### src/rtl/counter_ctrl_pkg.sv
// Shared definitions for the BCD up/down counter controller.
//   state_t      : FSM state encoding
//   BCD_MAX      : largest legal BCD digit
//   UP_TERM /
//   DOWN_TERM    : terminal count for each direction, packed {tens, ones}
//   *_PRE_TERM   : value one step before each terminal
//   bcd_sat()    : clamps a preset digit into 0..9
package counter_ctrl_pkg;

    typedef enum logic [1:0] {
        ST_IDLE  = 2'd0,
        ST_RUN   = 2'd1,
        ST_PAUSE = 2'd2,
        ST_DONE  = 2'd3
    } state_t;

    localparam logic [3:0] BCD_MAX        = 4'd9;
    localparam logic [7:0] UP_TERM        = 8'h99;
    localparam logic [7:0] DOWN_TERM      = 8'h00;
    localparam logic [7:0] UP_PRE_TERM    = 8'h98;
    localparam logic [7:0] DOWN_PRE_TERM  = 8'h01;

    function automatic logic [3:0] bcd_sat(input logic [3:0] d);
        return (d > BCD_MAX) ? BCD_MAX : d;
    endfunction

endpackage

### src/rtl/bcd_digit.sv
// One BCD digit register with load and up/down step.
//   clk, rst : clock, async active-high reset (digit -> 0)
//   en       : step this digit by one this cycle
//   dir      : 0 = up, 1 = down
//   ld       : load ld_val (saturated to 9); has priority over en
//   ld_val   : raw preset digit
//   val      : current digit
//   wrap     : combinational, high when a step would wrap (9 up, 0 down)
module bcd_digit
    import counter_ctrl_pkg::*;
(
    input  logic       clk,
    input  logic       rst,
    input  logic       en,
    input  logic       dir,
    input  logic       ld,
    input  logic [3:0] ld_val,
    output logic [3:0] val,
    output logic       wrap
);

    assign wrap = dir ? (val == 4'd0) : (val == BCD_MAX);

    always_ff @(posedge clk or posedge rst) begin
        if (rst) begin
            val <= 4'd0;
        end else if (ld) begin
            val <= bcd_sat(ld_val);
        end else if (en) begin
            if (dir) begin
                val <= wrap ? BCD_MAX : val - 4'd1;
            end else begin
                val <= wrap ? 4'd0 : val + 4'd1;
            end
        end
    end

endmodule

### src/rtl/counter_ctrl.sv
// Two-digit BCD up/down counter with start/stop, pause and preset load.
//   TICK_DIV    : clk cycles per count step (>= 1)
//   clk, rst    : clock, async active-high reset
//   SS          : start/stop pulse
//   u           : direction, 0 = up, 1 = down (sampled on each tick)
//   load        : preset load pulse (wins over SS)
//   preset_*    : BCD preset digits, values > 9 saturate to 9
//   cnt_*       : current BCD count
//   running     : high while in RUN
//   done        : high while in DONE
//
// state | meaning
// IDLE  | stopped, count held, waiting for SS or load
// RUN   | prescaler advancing, count steps on each tick
// PAUSE | stopped mid-run, prescaler value held for resume
// DONE  | terminal count reached, waiting for SS or load
module counter_ctrl
    import counter_ctrl_pkg::*;
#(
    parameter int TICK_DIV = 10
) (
    input  logic       clk,
    input  logic       rst,
    input  logic       SS,
    input  logic       u,
    input  logic       load,
    input  logic [3:0] preset_tens,
    input  logic [3:0] preset_ones,
    output logic [3:0] cnt_tens,
    output logic [3:0] cnt_ones,
    output logic       running,
    output logic       done
);

    localparam int PW = (TICK_DIV > 1) ? $clog2(TICK_DIV) : 1;
    localparam logic [PW-1:0] PRESC_LAST = PW'(TICK_DIV - 1);

    state_t          state, state_nxt;
    logic [PW-1:0]   presc, presc_nxt;
    logic            tick, at_term, lands, step, ld;
    logic            ones_wrap, tens_wrap;

    assign tick = (presc == PRESC_LAST);

    // Both digits wrapping in the current direction means 99 (up) or 00 (down).
    assign at_term = ones_wrap & tens_wrap;
    assign lands   = ({cnt_tens, cnt_ones} == (u ? DOWN_PRE_TERM : UP_PRE_TERM));

    always_comb begin
        state_nxt = state;
        presc_nxt = presc;
        step      = 1'b0;
        ld        = 1'b0;
        case (state)
            ST_IDLE: begin
                if (load) begin
                    ld        = 1'b1;
                    presc_nxt = '0;
                end else if (SS) begin
                    state_nxt = ST_RUN;
                    presc_nxt = '0;
                end
            end
            ST_RUN: begin
                // SS freezes the prescaler, so a coincident tick is lost and
                // the resume lands on the tick after one cycle.
                if (SS) begin
                    state_nxt = ST_PAUSE;
                end else if (tick) begin
                    presc_nxt = '0;
                    if (at_term) begin
                        state_nxt = ST_DONE;
                    end else begin
                        step = 1'b1;
                        if (lands) begin
                            state_nxt = ST_DONE;
                        end
                    end
                end else begin
                    presc_nxt = presc + PW'(1);
                end
            end
            ST_PAUSE: begin
                if (load) begin
                    ld        = 1'b1;
                    presc_nxt = '0;
                    state_nxt = ST_IDLE;
                end else if (SS) begin
                    state_nxt = ST_RUN;
                end
            end
            ST_DONE: begin
                if (load) begin
                    ld        = 1'b1;
                    presc_nxt = '0;
                    state_nxt = ST_IDLE;
                end else if (SS) begin
                    state_nxt = ST_IDLE;
                end
            end
            default: begin
                state_nxt = ST_IDLE;
                presc_nxt = '0;
            end
        endcase
    end

    always_ff @(posedge clk or posedge rst) begin
        if (rst) begin
            state   <= ST_IDLE;
            presc   <= '0;
            running <= 1'b0;
            done    <= 1'b0;
        end else begin
            state   <= state_nxt;
            presc   <= presc_nxt;
            running <= (state_nxt == ST_RUN);
            done    <= (state_nxt == ST_DONE);
        end
    end

    bcd_digit u_ones (
        .clk    (clk),
        .rst    (rst),
        .en     (step),
        .dir    (u),
        .ld     (ld),
        .ld_val (preset_ones),
        .val    (cnt_ones),
        .wrap   (ones_wrap)
    );

    bcd_digit u_tens (
        .clk    (clk),
        .rst    (rst),
        .en     (step & ones_wrap),
        .dir    (u),
        .ld     (ld),
        .ld_val (preset_tens),
        .val    (cnt_tens),
        .wrap   (tens_wrap)
    );

endmodule

### config.mk
export PLATFORM = sky130hd
export DESIGN_NAME = counter_ctrl
export DESIGN_NICKNAME = d
export VERILOG_FILES = /design/src/rtl/counter_ctrl_pkg.sv /design/src/rtl/bcd_digit.sv /design/src/rtl/counter_ctrl.sv
export SDC_FILE = /design/constraint.sdc
export NUM_CORES = 1
export LEC_CHECK = 0
export BUFFER_PORTS_ARGS = -buffer_cell sky130_fd_sc_hd__buf_2
export CORE_MARGIN = 2
export CORE_UTILIZATION = 55
export DETAILED_ROUTE_END_ITERATION = 8
export MAX_ROUTING_LAYER = met4
export PLACE_DENSITY = 0.86
export SYNTH_ARGS = -nofsm -noshare
export SYNTH_HDL_FRONTEND = slang
export SYNTH_SLANG_ARGS = --single-unit
### constraint.sdc
create_clock -name clk -period 5.82 [get_ports clk]
set_input_delay 1.455 -clock clk [delete_from_list [all_inputs] [get_ports clk]]
set_output_delay 1.455 -clock clk [all_outputs]
set_load 0.005 [all_outputs]
# Yosys cells after proc, flatten, opt, wreduce, memory -nomap -nowiden
# Index checks and enable logic that the tools add are counted.
[totals]
reg_bits = 16
out_inout_bits = 10
[op_classes]
addsub = 5
magnitude_cmp = 2
eq_ne = 12
muxes = 37
bitwise = 2
n_reduce_logical = 8
[ops]
columns = ["op", "n"]
rows = [
  ["$mux 4", 17],
  ["$mux 2", 9],
  ["$add 4x1->4 const B", 3],
  ["$eq 4x4->1 const B", 3],
  ["$pmux 4 s3", 1],
  ["$eq 8x8->1", 1],
  ["$gt 4x4->1 const B", 2],
  ["$logic_not 4->1", 2],
  ["$mux 1", 8],
  ["$mux 8", 1],
  ["$pmux 2 s4", 1],
  ["$sub 4x1->4 const B", 2],
  ["$eq 2x2->1 const B", 3],
  ["$eq 2x1->1 const B", 2],
  ["$reduce_bool 2->1", 2],
  ["$ne 3x3->1 const B", 1],
  ["$reduce_and 3->1", 1],
  ["$reduce_or 3->1", 1],
  ["$and 1x1->1", 2],
  ["$logic_not 2->1", 1],
  ["$ne 2x1->1 const B", 1],
  ["$ne 2x2->1 const B", 1],
  ["$reduce_or 2->1", 1],
]

# Depth between registers and ports, before layout
# Gate-level depths: netlist (run 1).
[depth]
depth_word = 10
depth_mapped = 8
ltp_nobuf = 7

# Modules after synthesis
# A second synthesis (run 1) with hierarchy kept.
[hier_totals]
hier_cells = 156
area_unflattened_um2 = 1290.0
[by_module_without_submodules]
columns = ["module", "n_inst", "cells_each", "area_each_um2", "seq_area_each_um2"]
rows = [
  ["counter_ctrl", 1, 54, 478.0, 200.2],
  ["bcd_digit at u_tens", 1, 52, 414.1, 100.1],
  ["bcd_digit at u_ones", 1, 50, 397.9, 100.1],
]

# Least setup slack after synthesis (run 1)
# No wires, ideal clock.
[synth_timing]
kind = "input-to-reg"
from = "in SS"
to = "reg u_tens.val[1]"
setup_ns = 0.133
arrival_ns = 2.718
setup_slack_ns = 2.968
path_stages = 6
path_buffers = 2
cell_sequence = "clkbuf_1 -> or3_1 -> buf_2 -> nor3b_4 -> o311a_1 -> o31ai_2"
[synth_between]
elab_chain_len = 4
[synth_lines]
columns = ["item", "line_no", "text"]
rows = [
  ["from (decl)", "counter_ctrl.sv:24", "input logic SS,"],
  ["$mux 1", "counter_ctrl.sv:67", "if (SS) begin"],
  ["$mux 1", "counter_ctrl.sv:54", "case (state)"],
  ["$and 1x1->1", "counter_ctrl.sv:136", ".en (step & ones_wrap),"],
  ["$reduce_bool 2->1 (no line)", "n/a", ""],
  ["to (signal assigned)", "bcd_digit.sv:28", "val <= bcd_sat(ld_val);"],
  ["to (signal assigned)", "bcd_digit.sv:31", "val <= wrap ? BCD_MAX : val - 4'd1;"],
  ["to (signal assigned)", "bcd_digit.sv:33", "val <= wrap ? 4'd0 : val + 4'd1;"],
  ["to (decl)", "bcd_digit.sv:18", "output logic [3:0] val,"],
]
# No other way between the ends.
# A chain may end at the register's enable or synchronous reset.

# Worst setup path in the final report (run 1)
[layout_timing]
from = "in u"
to = "reg u_tens.val[1]"
[layout_between]
elab_chain_len = 8
elab_cells_between_ends = 14
classes_between = "11 x mux; 2 x bitwise; 1 x reduce/logical"
[layout_lines]
columns = ["item", "line_no", "text"]
rows = [
  ["from (decl)", "counter_ctrl.sv:25", "input logic u,"],
  ["$mux 1", "bcd_digit.sv:22", "assign wrap = dir ? (val == 4'd0) : (val == BCD_MAX);"],
  ["$and 1x1->1", "counter_ctrl.sv:46", "assign at_term = ones_wrap & tens_wrap;"],
  ["$mux 1", "counter_ctrl.sv:71", "if (at_term) begin"],
  ["$mux 1", "counter_ctrl.sv:69", "end else if (tick) begin"],
  ["$mux 1", "counter_ctrl.sv:67", ""],
  ["$mux 1", "counter_ctrl.sv:54", ""],
  ["$and 1x1->1", "counter_ctrl.sv:136", ""],
  ["$reduce_bool 2->1 (no line)", "n/a", ""],
]
# Several ways; a longest one is shown, not always the timed one. The select of a mux whose other input is x is not followed.

==> summary.txt, run 1 <==
Status
  – Status: finished, final reports clean

Place
  – # port buffers: 22
  – Setup WS pre-CTS: ~2.8 ns
  – Placer congestion estimate: 0.896
  – Placed Cells: just under 200
  – DP HPWL: approximately 2.3 mm

STA
  – Worst hold slack: slightly below 0.5 ns
  – Clock skew: approximately 0.0022 ns
  – Worst Max-Slew Pin Slew: roughly 0.67 ns
  – Max Fclk: approximately 0.37 GHz
  – RSZ-0062 raised after global routing: no
  – Final period utilization: ~46%
  – Rel. slew slack: 55.3%
  – Endpoints failing setup: 0
  – Final hold violation count: 0
  – Tmin final: roughly 2.7 ns
  – Final Slew Violations: 0
  – Final WS setup: roughly 3.1 ns
  – Fin Setup TNS: 0 ns

Yosys
  – Synthesized instance count: 156
  – Post-synth top flop: dfrtp_1
  – Avg Synthesized Cell Area: roughly 8.4 um^2
  – FFs w/ async S/R, synth: 100%
  – Synth area leaders: dfrtp_1, ha_1, nand3b_1, o21ai_0, nand2_1
  – #FFs+latches synth: 16
  – Post-Syn Area: approximately 1300 um^2
  – Syn nets: ~180
  – Synth cell types: 47
  – Part of the Yosys area used for sequential elements: ~31%
  – Yosys top cell by area: dfrtp_1
  – Yosys top cell area share: between 30% and 40%
  – EDFF count, synth: 0
  – Syn. warnings: 0

Clock tree
  – Clk sinks: 16
  – CTS tree: done
  – Clk buf depth: 2
  – Root Buffer: clkbuf_4
  – Post-CTS setup buffers: 0
  – Hold Buf Count CTS: 0
  – Cts repair resizes: 0
  – H-tree depth: 1
  – CTS buffer count: 3
  – Worst skew pair latency: 0.29 ns
  – Reg clk slew, reported paths: around 0.09 ns

Global route
  – Largest net degree at the start of global routing: 20
  – Initial antenna violation count: 0
  – GRT Overall Usage: 26.1%
  – GRT overflow: 0
  – Vias in the first global route: around 1200
  – First-pass GRT wire length: 5.20 mm

Pwr
  – P_sw: approximately 0.00024 W
  – Combinational power share: 48.2%
  – P_int: slightly below 0.0003 W
  – Flop pwr share: 38.0%
  – P_leak: roughly 0.65 nW
  – VDD IR max: approximately 240 uV
  – Total power: around 0.00054 W
  – Sw frac: approximately 45%
  – Clock share of power: between 10% and 20%
  – Power Density: between 300 and 400 nW/um^2

Routing
  – First-pass DRT Iterations: 4
  – Post-Route WL: 3.05 mm
  – Wire per inst: 15.1 um
  – Post-DRT Antenna Nets: 0
  – DR vias/cell: about 6.2
  – DRT iter0 DRCs: 34
  – DRC: 0
  – Via count: ~1300

Worst setup path
  – Startpoint Class: input pin
  – R2R Setup Slk: 3.72 ns
  – CP max FO: 19
  – CP endpoint kind: register
  – Critical Path RT: 5.97 ns
  – Critical setup path kind: in2reg
  – Arr. time, crit path: 2.86 ns

Finish
  – Final net count: just under 200
  – Finished Layout Cells: roughly 200
  – Area growth, synth to finish: 11.5%
  – Share of cells above drive strength 1: between 10% and 20%
  – Most frequent cells in the layout: buf_2, dfrtp_1, o21ai_0, nand2_1, nor2_1
  – N_diodes: 0
  – Commonest non-fill, non-tap cell in the layout: buf_2

Floorplanning
  – Starting Density: approximately three fifths
  – Die height: about 53 um
  – Die width: ~53 um
  – Core area: about 2200 um^2
  – Row count: 17
  – Die ar.: 2790 um^2
  – # IOs: 23

Job
  – Total of max-cap violations: 0

Hold path
  – Hold crit path type: reg2reg
[cell families after synthesis]
family	count (synthesis)	synth area share (%)
adders and majority gates	10	9.54
AOI/OAI and AO/OA	44	23.5
buffers and inverters	18	5.25
muxes	2	1.53
xor gates and xnor gates	4	2.67
and+or+nand+nor	62	27.0
DFF	16	30.5
[flip-flops by register name, indices dropped and copies added (netlist names)]
signal and count:
u_ones.val 4, state 2, u_tens.val 4, running 1
presc 4, done 1
[worst max-delay path, stage by stage]
cell and delay [ns]:
buf_2 0.21, nor2b_1 0.19, a32o_1 0.28, nor3b_4 0.41
o311a_1 0.24, o31ai_2 0.06
[power groups by stage]
stage                     combinational (W)  sequential, W  clock [W]
after floorplan                    0.000201       0.000181          0
after global placement             0.000244       0.000201          0
after detailed placement           0.000254       0.000204          0
after CTS                          0.000256       0.000202  0.0000754
after global routing               0.000290       0.000210  0.0000801
final                              0.000258       0.000204  0.0000738
[synthesized netlist by cell type (4+ instances only)]
cell type  count
nand2_1       12
clkbuf_1       6
o31ai_1        4
nand3b_1       9
nor3_1         5
a21oi_1        5
o21ai_0       12
ha_1          10
nand3_1        5
dfrtp_1       16
nand2b_1       5
inv_1         10
nor2_1        11
o211ai_1       4
[worst paths after layout]
| path | startpoint | endpoint | cells past startpoint |
|---|---|---|---|
| worst min register to register | presc[3]$_DFFE_PP0P_ | presc[3]$_DFFE_PP0P_ | 1 |
| min in group asynchronous | rst | presc[1]$_DFFE_PP0P_ | 2 |
| worst max register to register | u_ones.val[1]$_DFFE_PP0P_ | u_tens.val[1]$_DFFE_PP0P_ | 7 |
| max in group asynchronous | rst | u_tens.val[2]$_DFFE_PP0P_ | 2 |
| worst max-delay path | u | u_tens.val[1]$_DFFE_PP0P_ | 6 |
| worst min-delay path | presc[3]$_DFFE_PP0P_ | presc[3]$_DFFE_PP0P_ | 1 |
[stage by stage]
step	instance area, um^2	util (%)
after CTS	1460	65.4
after floorplan	1310	-
after global placement	1430	63.8
after detailed placement	1430	63.8
final	1460	65.4
after global routing	1460	65.4
[metal layers]
metal	vias to the layer above	track usage [%]	wire [um]
met2	37	42.9	1550
li1	601	-	-
met4	0	11.5	75
met3	9	2.00	128
met5	-	-	0
met1	603	32.9	1300
[cell type report]
cell class,instances,area [um^2]
Sequential cell,16,400
Multi-Input combinational cell,122,842
Timing Repair Buffer,22,110
Fill cell,201,772
Clock buffer,4,36.3
Tap cell,28,35.0
Inverter,10,37.5
Note: power is estimated with default switching activity, not from simulation.
==> run 2, diff against run 1 <==
ABC_AREA = 1   (was unset)
CORE_UTILIZATION = 50   (was 55)
PLACE_DENSITY = 0.82   (was 0.86)
clock period = 2.3 ns   (was 5.82 ns; I/O delays follow)
==> summary.txt, run 2 <==
Status
  – Status: finished, final reports clean (unchanged)

Clock tree
  – Cts repair resizes: 0 (unchanged)
  – Worst skew pair latency: 0.29 ns (about the same)
  – Clk sinks: 16 (unchanged)
  – CTS tree: done (unchanged)
  – Reg clk slew, reported paths: 0.10 ns (was 0.09 ns)
  – Clk buf depth: 2 (unchanged)
  – H-tree depth: 1 (unchanged)
  – Root Buffer: clkbuf_4 (unchanged)
  – CTS buffer count: 3 (unchanged)
  – Post-CTS setup buffers: 0 (unchanged)
  – Hold Buf Count CTS: 0 (unchanged)

Finish
  – Top Registers: presc x4, u_ones.val x4, u_tens.val x4 (unchanged)
  – Share of cells above drive strength 1: 27.4% (was 17.8%)
  – Finished Layout Cells: 231 (was 202)
  – Most frequent cells in the layout: nand2_1, buf_2, inv_1 (was buf_2, dfrtp_1, o21ai_0, nand2_1, nor2_1)
  – N_diodes: 0 (unchanged)
  – Final net count: 225 (was 198)
  – Commonest non-fill, non-tap cell in the layout: nand2_1 (was buf_2)
  – Area growth, synth to finish: 12.2% (was 11.5%)

Yosys
  – Largest family of logic cells by synthesized area: simple AND/OR/NAND/NOR gates (unchanged)
  – Fraction of the mapped netlist area in adder cells: 9.47% (was 9.54%)
  – Yosys top cell by area: dfrtp_1 (unchanged)
  – Synth area leaders: dfrtp_1, ha_1, nand2_1, o21ai_0, inv_1 (was dfrtp_1, ha_1, nand3b_1, o21ai_0, nand2_1)
  – #FFs+latches synth: 16 (unchanged)
  – Proportion of synthesized area in mux cells: 0% (was 1.53%)
  – Part of the Yosys area used for sequential elements: 30.3% (was 30.5%)
  – Synth cell types: 29 (was 47)
  – Post-synth top flop: dfrtp_1 (unchanged)
  – Synth Area in Simple Gates: 30.0% (was 27.0%)
  – Most instantiated cells after synthesis: nand2_1, inv_1, o21ai_0 (was dfrtp_1, nand2_1, o21ai_0)
  – Compound-Gate Fraction of Synth Area: 16.4% (was 23.5%)
  – Top-count cell post-synth: nand2_1 (was dfrtp_1)
  – Post-Synth XOR/XNOR Area: 3.98% (was 2.67%)
  – Avg Synthesized Cell Area: 7.46 um^2 (was 8.41 um^2)
  – Yosys top cell area share: 30.3% (was 30.5%)
  – Syn. warnings: 0 (unchanged)
  – Syn nets: 200 (was 179)
  – FFs w/ async S/R, synth: 100% (unchanged)
  – Synthesized instance count: 177 (was 156)
  – Post-Syn Area: 1320 um^2 (was 1310 um^2)
  – EDFF count, synth: 0 (unchanged)

STA
  – Fin Setup TNS: 0 ns (unchanged)
  – Rel. slew slack: 58.2% (was 55.3%)
  – Clock skew: 0.00308 ns (was 0.00215 ns)
  – Max Fclk: about 0.59 GHz
  – Endpoints failing setup: 0 (unchanged)
  – Final hold violation count: 0 (unchanged)
  – Tmin final: ~1.7 ns
  – Final period utilization: between 70% and 80%
  – RSZ-0062 raised after global routing: no (unchanged)
  – Worst Max-Slew Pin Slew: 0.626 ns (was 0.670 ns)
  – Final Slew Violations: 0 (unchanged)

Routing
  – First-pass DRT Iterations: 4 (unchanged)
  – DR vias/cell: 5.39 (was 6.19)
  – DRC: 0 (unchanged)
  – Post-Route WL: 2.76 mm (was 3.05 mm)
  – Via count: 1245 (was 1250)
  – Post-DRT Antenna Nets: 0 (unchanged)
  – Wire per inst: 11.9 um (was 15.1 um)
  – DRT iter0 DRCs: 36 (was 34)

Pwr
  – Total power: 0.00150 W (was 0.000536 W)
  – P_leak: 0.770 nW (was 0.652 nW)
  – Power Density: 1010 nW/um^2 (was 366 nW/um^2)
  – VDD IR max: 544 uV (was 238 uV)

Global route
  – Initial antenna violation count: 0 (unchanged)
  – GRT Overall Usage: 20.0% (was 26.1%)
  – GRT overflow: 0 (unchanged)
  – Largest net degree at the start of global routing: 17 (was 20)
  – Vias in the first global route: 1124 (was 1185)
  – First-pass GRT wire length: 4.90 mm (was 5.20 mm)

Worst setup path
  – FF-to-FF Start: u_ones.val[1]$_DFFE_PP0P_ (unchanged)
  – Critical path cell sequence: inv_1, ha_1, inv_1, nor2_2, nand2_2, nand2_4, nand3_2, nand3_2, nand2_2, o21ai_1, inv_1, o21ai_1 (was buf_2, nor2b_1, a32o_1, nor3b_4, o311a_1, o31ai_2)
  – R2r worst-path depth: 12 (was 7)
  – Critical setup path kind: reg2reg (was in2reg)
  – Setup crit start: u_ones.val[1]$_DFFE_PP0P_ (was u)
  – Buf/Inv on CP: 3 (was 1)
  – Slowest CP cell: dfrtp_1 (was nor3b_4)
  – CP max FO: 7 (was 19)
  – R2R Path End: u_ones.val[3]$_DFFE_PP0P_ (was u_tens.val[1]$_DFFE_PP0P_)
  – CP max stage delay: 0.45 ns (was 0.41 ns)
  – CP endpoint kind: register (unchanged)
  – Arr. time, crit path: 1.92 ns (was 2.86 ns)
  – Crit path max-delay family: simple AND/OR/NAND/NOR gates (unchanged)
  – Most used cell, CP: inv_1
  – Startpoint Class: register (was input pin)
  – Critical Path RT: 2.53 ns (was 5.97 ns)
  – R2R Setup Slk: 0.61 ns (was 3.72 ns)

Floorplanning
  – Die width: 55.4 um (was 52.8 um)
  – Starting Density: 52.9% (was 58.7%)
  – Core area: 2500 um^2 (was 2230 um^2)
  – Row count: 18 (was 17)
  – Die height: 55.4 um (was 52.8 um)
  – # IOs: 23 (unchanged)
  – Die ar.: 3070 um^2 (was 2790 um^2)

Hold path
  – Hold crit path type: in2async (was reg2reg)

Place
  – DP HPWL: 2.14 mm (was 2.28 mm)
  – Placed Cells: 227 (was 198)
  – Placer congestion estimate: 0.816 (was 0.896)
  – # port buffers: 22 (unchanged)

Job
  – Total of max-cap violations: 0 (unchanged)
[run 2: changes by cell type after synthesis, sizes merged, moves of 3 or more]
cell,change
nand2,+30
inv,+18
nand3,+10
nand3b,-9
o21ai,+9
clkbuf,-6
nand2b,-6
o31ai,-4
a21oi,+3
nor2,+3
nor2b,-3
o211ai,-3
xor2,+3
[run 2: logic make-up (layout without fill, tap and decap cells)]
logic type	Yosys count	count (layout)
flops	16	16
fa+ha+maj	10	10
xor+xnor	6	6
compound gates	38	38
buf+inv	30	54
simple gates	77	77
[run 2: layout make-up]
cell class | instances | area, um^2
clock buffers | 4 | 36.3
fillers | 241 | 1020
inverters | 28 | 108
multi-input cells | 131 | 791
flip-flops and latches | 16 | 400
well taps | 30 | 37.5
repair buffers | 22 | 110
[run 2: power breakdown]
| part | switching [W] | total, W | internal [W] |
|---|---|---|---|
| sequential | 0.000146 | 0.000519 | 0.000373 |
| combinational | 0.000469 | 0.000787 | 0.000318 |
| clock | 0.0000963 | 0.000193 | 0.0000966 |
| total | 0.000711 | 0.00150 | 0.000788 |
[run 2: worst reg2reg max path, cell delays in order (launching register included)]
cell and delay (ns):
dfrtp_1 0.45, inv_1 0.15, ha_1 0.15, inv_1 0.04, nor2_2 0.12, nand2_2 0.09
nand2_4 0.10, nand3_2 0.09, nand3_2 0.09, nand2_2 0.10, o21ai_1 0.13, inv_1 0.05
o21ai_1 0.06
[run 2: metrics by stage]
stage / setup slack, ns / util (%) / hold WS (ns) / area [um^2]
global route: 0.437 / 59.3 / 0.396 / 1480
CTS: 0.595 / 59.3 / 0.369 / 1480
finish: 0.612 / 59.3 / 0.338 / 1480
detailed placement: 0.613 / 57.9 / 0.457 / 1450
floorplan: 0.828 / - / 0.434 / 1320
global placement: 0.649 / 57.9 / 0.452 / 1450
[run 2: how the worst max path moves through the flow]
| stage | endpoint | slack, ns | depth (start not counted) |
|---|---|---|---|
| final | u_ones.val[3]$_DFFE_PP0P_ | 0.61 | 12 |
| after global routing | u_ones.val[3]$_DFFE_PP0P_ | 0.44 | 12 |
| after CTS | u_ones.val[3]$_DFFE_PP0P_ | 0.60 | 12 |
| after detailed placement | u_ones.val[3]$_DFFE_PP0P_ | 0.61 | 10 |
| after global placement | u_ones.val[3]$_DFFE_PP0P_ | 0.65 | 10 |
| after floorplan | done$_DFF_PP0_ | 0.83 | 14 |
[run 2: layer usage]
layer	routed length [um]	up-vias	global-route usage (%)
li1	-	629	-
met1	1280	580	26.8
met2	1290	29	31.0
met3	134	7	2.81
met4	57	0	6.97
met5	0	-	-
==> run 3, diff against run 2 <==
CORE_UTILIZATION = 55   (was 50)
PLACE_DENSITY = 0.86   (was 0.82)
clock period = 1.66 ns   (was 2.3 ns; I/O delays follow)
==> summary.txt, run 3 (synthesis results as in run 2) <==
Finish
  – Area growth, synth to finish: 17.0% (was 12.2%)
  – Most frequent cells in the layout: nand2_1, buf_2, inv_1 (unchanged)
  – Top Registers: presc x4, u_ones.val x4, u_tens.val x4 (unchanged)
  – FILL cells: 206 (was 241)
  – N_diodes: 0 (unchanged)
  – Multi-input gate area: 796 um^2 (was 791 um^2)
  – Final net count: 234 (was 225)
  – Share of cells above drive strength 1: 33.0% (was 27.4%)
  – Commonest non-fill, non-tap cell in the layout: nand2_1 (unchanged)
  – Register area: 404 um^2 (was 400 um^2)

STA
  – Clock skew: 0.00285 ns (was 0.00308 ns)
  – Final Slew Violations: 0 (unchanged)
  – Final period utilization: 92.5% (was 73.4%)
  – Endpoints failing setup: 0 (unchanged)
  – Worst Max-Slew Pin Slew: 0.616 ns (was 0.626 ns)
  – Rel. slew slack: 58.9% (was 58.2%)
  – Worst hold slack: 0.189 ns (was 0.338 ns)
  – Max Fclk: 0.652 GHz (was 0.592 GHz)
  – Tmin final: 1.53 ns (was 1.69 ns)
  – Final hold violation count: 0 (unchanged)

Worst setup path
  – Critical path cell sequence: inv_2, ha_1, inv_1, nor2_2, nand2_2, nand2_4, nand3_2, nand3_2, nand2_4, o21ai_1, inv_1, o21ai_1 (was inv_1, ha_1, inv_1, nor2_2, nand2_2, nand2_4, nand3_2, nand3_2, nand2_2, o21ai_1, inv_1, o21ai_1)
  – Arr. time, crit path: 1.75 ns (was 1.92 ns)
  – Slowest CP cell: dfrtp_1 (unchanged)
  – Critical setup path kind: reg2reg (unchanged)
  – Setup crit start: u_ones.val[1]$_DFFE_PP0P_ (unchanged)
  – CP max stage delay: 0.40 ns (was 0.45 ns)
  – FF-to-FF Start: u_ones.val[1]$_DFFE_PP0P_ (unchanged)
  – Crit path max-delay family: simple AND/OR/NAND/NOR gates (unchanged)
  – CP endpoint kind: register (unchanged)
  – Startpoint Class: register (unchanged)
  – Buf/Inv on CP: 3 (unchanged)
  – Critical Path RT: 1.88 ns (was 2.53 ns)
  – CP max FO: 7 (unchanged)

Floorplanning
  – Starting Density: 59.2% (was 52.9%)
  – Core area: 2230 um^2 (was 2500 um^2)
  – Die width: 53.0 um (was 55.4 um)
  – Die height: 53.0 um (was 55.4 um)
  – # IOs: 23 (unchanged)
  – Die ar.: 2810 um^2 (was 3070 um^2)
  – Row count: 17 (was 18)

Clock tree
  – Clk sinks: 16 (unchanged)
  – Reg clk slew, reported paths: 0.09 ns (was 0.10 ns)
  – CTS buffer count: 3 (unchanged)
  – Root Buffer: clkbuf_4 (unchanged)
  – CTS tree: done (unchanged)
  – Clk buf depth: 2 (unchanged)
  – H-tree depth: 1 (unchanged)
  – Worst skew pair latency: 0.28 ns (was 0.29 ns)

Pwr
  – Power Density: 1420 nW/um^2 (was 1010 nW/um^2)
  – Total power: 0.00220 W (was 0.00150 W)
  – VDD IR max: 926 uV (was 544 uV)
  – P_leak: 0.802 nW (was 0.770 nW)

Place
  – # port buffers: 22 (unchanged)
  – DP HPWL: 2.29 mm (was 2.14 mm)
  – Placer congestion estimate: 0.906 (was 0.816)

Routing
  – Via count: 1270 (was 1245)
  – DRT iter0 DRCs: 35 (was 36)
  – Post-Route WL: 3.01 mm (was 2.76 mm)
  – DRC: 0 (unchanged)
  – DR vias/cell: 5.36 (was 5.39)
  – Wire per inst: 12.7 um (was 11.9 um)
  – Post-DRT Antenna Nets: 0 (unchanged)
  – First-pass DRT Iterations: 4 (unchanged)

Global route
  – Vias in the first global route: 1148 (was 1124)
  – Initial antenna violation count: 0 (unchanged)
  – GRT overflow: 0 (unchanged)
  – Largest net degree at the start of global routing: 17 (unchanged)
  – GRT Overall Usage: 23.9% (was 20.0%)
  – First-pass GRT wire length: 4.79 mm (was 4.90 mm)

Status
  – Status: finished, final reports clean (unchanged)

Hold path
  – Hold crit path type: in2async (unchanged)

Job
  – Total of max-cap violations: 0 (unchanged)
-- run 3: changes by cell type in the layout (fill, tap and decap cells not counted), sizes merged --
cell and change:
clkbuf -1, buf +9
-- run 3: report_power, final --
group	leakage [nW]	switching (W)	internal, W
Combinational	0.589	0.000737	0.000562
Sequential	0.199	0.000173	0.000523
Clock	0.0138	0.000116	0.0000842
Total	0.802	0.00103	0.00117
-- run 3: worst paths after layout --
kind                                             end  slack, ns  depth (start not counted)
min reg2reg                     presc[3]$_DFFE_PP0P_       0.47                          1
min                                   done$_DFF_PP0_       0.19                          2
min in group clk           u_ones.val[2]$_DFFE_PP0P_       0.45                          3
max in group asynchronous  u_tens.val[1]$_DFFE_PP0P_       1.03                          2
max                        u_ones.val[3]$_DFFE_PP0P_       0.13                         12
max reg2reg                u_ones.val[3]$_DFFE_PP0P_       0.13                         12
-- run 3: area by class of cell --
cell class	count	area share (%)
clock buffer	3	1.46
tap	28	2.27
sequential	16	26.2
multi-input combinational	131	51.5
timing repair buffer	31	11.5
inverter	28	7.13
-- run 3: metal layers --
metal	global-route usage [%]	wire length [um]	vias to the layer above
met5	-	0	-
met4	9.83	27	0
met3	2.82	176	4
met2	42.3	1550	33
met1	27.4	1250	589
li1	-	-	644
-- run 3: per-stage QoR --
stage | instance area [um^2] | setup TNS (ns) | worst slack [ns] | cells | utilization, %
final | 1550 | 0 | 0.125 | 237 | 69.2
after CTS | 1490 | 0 | 0.0527 | 231 | 66.7
after global placement | 1470 | 0 | 0.0762 | 228 | 65.7
after floorplan | 1320 | 0 | 0.188 | 177 | -
after global routing | 1550 | -0.0699 | -0.0385 | 237 | 69.2
after detailed placement | 1470 | 0 | 0.0865 | 228 | 65.7
-- run 3: repair_timing --
action,4_1_cts,5_1_grt
resized for setup,0,8
setup buffers,0,6
hold buffers,0,0
setup endpoints to repair,0,11
